==> config.mk <==
export PLATFORM = sky130hd
export DESIGN_NAME = unidade_controle
export DESIGN_NICKNAME = d
export VERILOG_FILES = /design/src/rtl/unidade_controle.sv
export SDC_FILE = /design/constraint.sdc
export NUM_CORES = 1
export LEC_CHECK = 0
export CELL_PAD_IN_SITES_DETAIL_PLACEMENT = 1
export CELL_PAD_IN_SITES_GLOBAL_PLACEMENT = 1
export CORE_UTILIZATION = 47
export DETAILED_ROUTE_END_ITERATION = 7
export PLACE_DENSITY_LB_ADDON = 0.1
export SLEW_MARGIN = 10
export SYNTH_ARGS = -nofsm -noshare
export SYNTH_HDL_FRONTEND = slang
export SYNTH_SLANG_ARGS = --single-unit
==> constraint.sdc <==
create_clock -name clk -period 7.9 [get_ports clk]
set_input_delay 0.79 -clock clk [delete_from_list [all_inputs] [get_ports clk]]
set_output_delay 0.79 -clock clk [all_outputs]
set_load 0.03 [all_outputs]
==> src/rtl/unidade_controle.sv <==
// unidade_controle: multi-cycle initiator for the 16x16 register bank.
// Each instruction takes four cycles: accept, operand fetch, ALU execute, write-back.
module unidade_controle (
    input  logic        clk,
    input  logic        rst,
    input  logic        instr_valid,
    input  logic [15:0] instrucao,
    output logic        instr_ready,
    output logic [3:0]  endereco_reg1,
    output logic [3:0]  endereco_reg2,
    input  logic [15:0] conteudo_reg1,
    input  logic [15:0] conteudo_reg2,
    output logic        enable,
    output logic [3:0]  endereco_escrita,
    output logic [15:0] conteudo_escrita,
    output logic        concluido,
    output logic        erro,
    output logic [7:0]  instr_executadas
);

    typedef enum logic [1:0] {
        OCIOSO     = 2'd0,
        DECODIFICA = 2'd1,
        EXECUTA    = 2'd2,
        ESCREVE    = 2'd3
    } estado_t;

    estado_t     estado_r;
    estado_t     estado_s;
    logic [15:0] ir_r;
    logic [15:0] op_a_r;
    logic [15:0] op_b_r;
    logic [15:0] resultado_r;
    logic        escreve_r;
    logic        ilegal_r;
    logic [3:0]  end_escrita_r;
    logic [7:0]  contador_r;
    logic [15:0] resultado_s;
    logic        escreve_s;
    logic        ilegal_s;

    // ALU: result and write/illegal flags from the latched operands and instruction
    always_comb begin
        resultado_s = 16'h0000;
        escreve_s   = 1'b1;
        ilegal_s    = 1'b0;
        case (ir_r[15:12])
            4'h0:    escreve_s   = 1'b0;
            4'h1:    resultado_s = op_a_r + op_b_r;
            4'h2:    resultado_s = op_a_r - op_b_r;
            4'h3:    resultado_s = op_a_r & op_b_r;
            4'h4:    resultado_s = op_a_r | op_b_r;
            4'h5:    resultado_s = op_a_r ^ op_b_r;
            4'h6:    resultado_s = {8'h00, ir_r[7:0]};
            4'h7:    resultado_s = op_a_r + {12'h000, ir_r[3:0]};
            4'h8:    resultado_s = op_a_r << ir_r[3:0];
            4'h9:    resultado_s = op_a_r >> ir_r[3:0];
            default: begin
                escreve_s = 1'b0;
                ilegal_s  = 1'b1;
            end
        endcase
    end

    // Next-state logic: fixed four-state ring, only OCIOSO waits on the handshake
    always_comb begin
        estado_s = estado_r;
        case (estado_r)
            OCIOSO: begin
                if (instr_valid) begin
                    estado_s = DECODIFICA;
                end else begin
                    estado_s = OCIOSO;
                end
            end
            DECODIFICA: estado_s = EXECUTA;
            EXECUTA:    estado_s = ESCREVE;
            ESCREVE:    estado_s = OCIOSO;
            default:    estado_s = OCIOSO;
        endcase
    end

    // State and datapath registers; each stage captures only in its own state
    always_ff @(posedge clk or posedge rst) begin
        if (rst) begin
            estado_r      <= OCIOSO;
            ir_r          <= 16'h0000;
            op_a_r        <= 16'h0000;
            op_b_r        <= 16'h0000;
            resultado_r   <= 16'h0000;
            escreve_r     <= 1'b0;
            ilegal_r      <= 1'b0;
            end_escrita_r <= 4'h0;
            contador_r    <= 8'h00;
        end else begin
            estado_r <= estado_s;
            case (estado_r)
                OCIOSO: begin
                    if (instr_valid) begin
                        ir_r <= instrucao;
                    end
                end
                DECODIFICA: begin
                    op_a_r <= conteudo_reg1;
                    op_b_r <= conteudo_reg2;
                end
                EXECUTA: begin
                    resultado_r   <= resultado_s;
                    escreve_r     <= escreve_s;
                    ilegal_r      <= ilegal_s;
                    end_escrita_r <= ir_r[11:8];
                end
                ESCREVE: begin
                    contador_r <= contador_r + 8'd1;
                end
                default: begin
                    contador_r <= contador_r;
                end
            endcase
        end
    end

    // Strobes decode from the state register so a reset clears them without waiting for a clock edge
    assign instr_ready      = (estado_r == OCIOSO);
    assign enable           = (estado_r == ESCREVE) && escreve_r;
    assign concluido        = (estado_r == ESCREVE);
    assign erro             = (estado_r == ESCREVE) && ilegal_r;
    assign endereco_reg1    = ir_r[7:4];
    assign endereco_reg2    = ir_r[3:0];
    assign endereco_escrita = end_escrita_r;
    assign conteudo_escrita = resultado_r;
    assign instr_executadas = contador_r;

endmodule

==> impl_metrics.toml <==
[global_routing]
grt_pass1_vias = 6335
track_usage_pct = 33.1
grt_max_degree = 81
antenna_found_initial = 0
overflow = 0
grt_pass1_wl_um = 36300

[die]
ioPinCount = 91
die_w_um = 121
fp.dieH_um = 121
fp.dieArea_sq_mm = 0.0147
coreArea_sq_mm = 0.0139
start_util_pct = 48.1
rows = 43

[drt]
drt_iter0_markers = 575
drc = 0
drtPass1Iterations = 4
drt_wl_total_um = 22900
postRouteAntennaNets = 0
vias_per_cell = 6.42
avgRoutedWirePerCell_um = 24.0
via_count = 6134

[yosys]
post-synth-top-area-cell = "dfrtp_1"
yosysTopAreaCellShare_pct = 30.0
synth.area.top_cells = "dfrtp_1 (30%), ha_1 (11%), mux4_2 (7.4%)"
synth_edf_count = 0
ys_seq_elements = 80
async_reset_ff_share_pct = 100
syn_inst = 713
seq_area_frac_synth_pct = 30.0
syn_avg_cell_area_sq_um = 9.36
yosysUniqueCellTypes = 69
syn_nets = 822
syn-cell-area_sq_mm = 0.00667
synth_warnings = 0
dominantRegCellSynth = "dfrtp_1"

[clocking]
cts_tree = "yes"
clk_latency_ns = 0.36
cts_resized = 0
cts.hold.buffers_added = 0
cts_buffers = 9
path_clk_slew_ns = 0.07
cts_buffer_depth = 2
cts_root_buf = "clkbuf_16"
cts_sinks = 80
htreeDepth = 3
cts_setup_buffers = 0

[sta]
tightest_slew_ns = 1.28
finalSetupViolCount = 0
slew_headroom_pct = 14.3
fmax_ghz = 0.249
hold_viol = 0
final_max_slew_viol_count = 0
period_needed_ns = 4.01
worst_slack_ns = 3.89
fin_worst_skew_ns = 0.00770
rsz0062_at_grt = "false"
setup-tns-final_ns = 0
period_share_pct = 50.8

[worst_setup_path]
setup.worst_path.end_class = "flop"
ff2ff_path_depth = 11
cp_max_fo = 19
worstSetupStartpoint = "ir_r[13]"
cp.required_ns = 8.14
r2r_setup_slack_ns = 3.89
r2r-start = "ir_r[13]"
worstSetupStartpointType = "flop"
arrival_ns = 4.25
r2r-end = "conteudo_escrita[15]"
crit_type = "flop to flop"
crit_end = "conteudo_escrita[15]"

[power_and_ir_drop]
p_int_mw = 1.99
peakVddDrop_mv = 0.213
p_leak_nw = 3.29
clockPowerShare_pct = 11.4
switching_share_pct = 51.2
p_seq_share_pct = 23.4
p_sw_mw = 2.09
power_density_mw_per_mm2 = 513
comb_power_share_pct = 65.2

[finish]
postLayoutCoreUtil_pct = 57.4
diodes = 0
drive_gt1_share_pct = 12.6
final_cell_mix = "clkdlybuf4s50_1 (90), nand2_1 (82), o21ai_0 (80)"
area_growth_pct = 19.3
final_common_cell = "clkdlybuf4s50_1"
nets = 880

[placed_design]
dp_slack_ns = 4.00
port_buffers = 90
dp_hpwl_um = 17400
gp_congestion = 0.918

[hold_path]
hold_class = "flop to flop"

[flow_run]
maxCapViolCount = 0

[status]
status = "completed"
-- routing by layer --
metal  part of all wire [%]  wire, um  global-route usage, %
met4                    3.5       806                   15.0
met3                    5.9      1360                   3.62
met5                      0         0                      0
met2                     46     10600                   52.6
met1                     44     10200                   45.2
-- per-stage QoR --
stage	hold slack, ns	std cells	cell area (sq um)	power [mW]
finish	0.490	956	7960	4.08
global route	0.504	956	7960	4.35
CTS	0.489	956	7960	4.05
detailed placement	0.473	940	7640	3.56
global placement	0.459	940	7640	3.48
floorplan	0.446	713	6670	2.71
-- state kept, by name (all words and copies together) (netlist names) --
signal	flops
op_b_r	16
instr_executadas	8
estado_r	2
op_a_r	16
ilegal_r	1
ir_r	16
conteudo_escrita	16
escreve_r	1
endereco_escrita	4
-- kinds of logic (layout without fill, tap and decap cells) --
logic type / count (synthesis) / in the layout / synth area share (%)
multiplexers: 77 / 77 / 16.4
buffers and inverters: 89 / 152 / 5.66
XOR/XNOR: 18 / 18 / 2.36
adder cells (fa/ha/maj): 58 / 58 / 11.0
AND/OR/NAND/NOR: 171 / 171 / 12.8
flip-flops: 80 / 80 / 30.0
AO/OA/AOI/OAI: 220 / 220 / 21.8
-- Yosys cell counts (8+ instances only) --
master and n:
nor2b_1 8, xor2_1 8, a21oi_1 28, nand3_1 12, xnor2_1 10, buf_4 8, clkbuf_1 32, o211ai_1 10
mux4_2 22, inv_1 37, o221ai_1 8, a211oi_1 10, buf_2 11, a22oi_1 25, nor2_1 21, dfrtp_1 80
mux2_2 38, o2bb2ai_1 13, mux2i_1 17, nand2b_1 9, and2_1 8, nand2_1 82, ha_1 57, o21ai_0 80
-- area by class of cell --
type,count,area [sq um]
Timing Repair Buffer,98,961
Clock buffer,10,229
Sequential cell,80,2000
Tap cell,180,225
Inverter,38,144
Multi-Input combinational cell,544,4310
Fill cell,1582,5920
Clock inverter,6,92.6
-- worst min path at each step --
stage                                   start  depth (start not counted)  slack, ns             endpoint
after global placement    instr_executadas[7]                          1       0.46  instr_executadas[7]
after global routing      conteudo_escrita[9]                          1       0.50  conteudo_escrita[9]
after detailed placement  conteudo_escrita[2]                          1       0.47  conteudo_escrita[2]
after CTS                           escreve_r                          1       0.49            escreve_r
after floorplan                      ilegal_r                          2       0.45             ilegal_r
final                     conteudo_escrita[5]                          1       0.49  conteudo_escrita[5]
-- worst max-delay path: stages (launching register included) --
cell      delay [ns]
dfrtp_1         0.71
and2b_1         0.32
and2_1          0.38
o21ai_0         0.18
a221o_1         0.33
ha_1            0.36
o211ai_1        0.20
o21ai_0         0.23
o21ba_2         0.30
o32a_1          0.36
o2111a_1        0.15
or3_1           0.37
-- power by group through the flow --
| stage | registers, mW | logic, mW | clock network, mW |
|---|---|---|---|
| 2_1_floorplan | 0.868 | 1.84 | 0 |
| 4_1_cts | 0.938 | 2.64 | 0.474 |
| 3_5_place_dp | 0.944 | 2.61 | 0 |
| 6_report | 0.954 | 2.66 | 0.467 |
| 3_3_place_gp | 0.924 | 2.56 | 0 |
| 5_1_grt | 0.976 | 2.89 | 0.484 |
No activity file was read; power rests on OpenSTA's default activity.
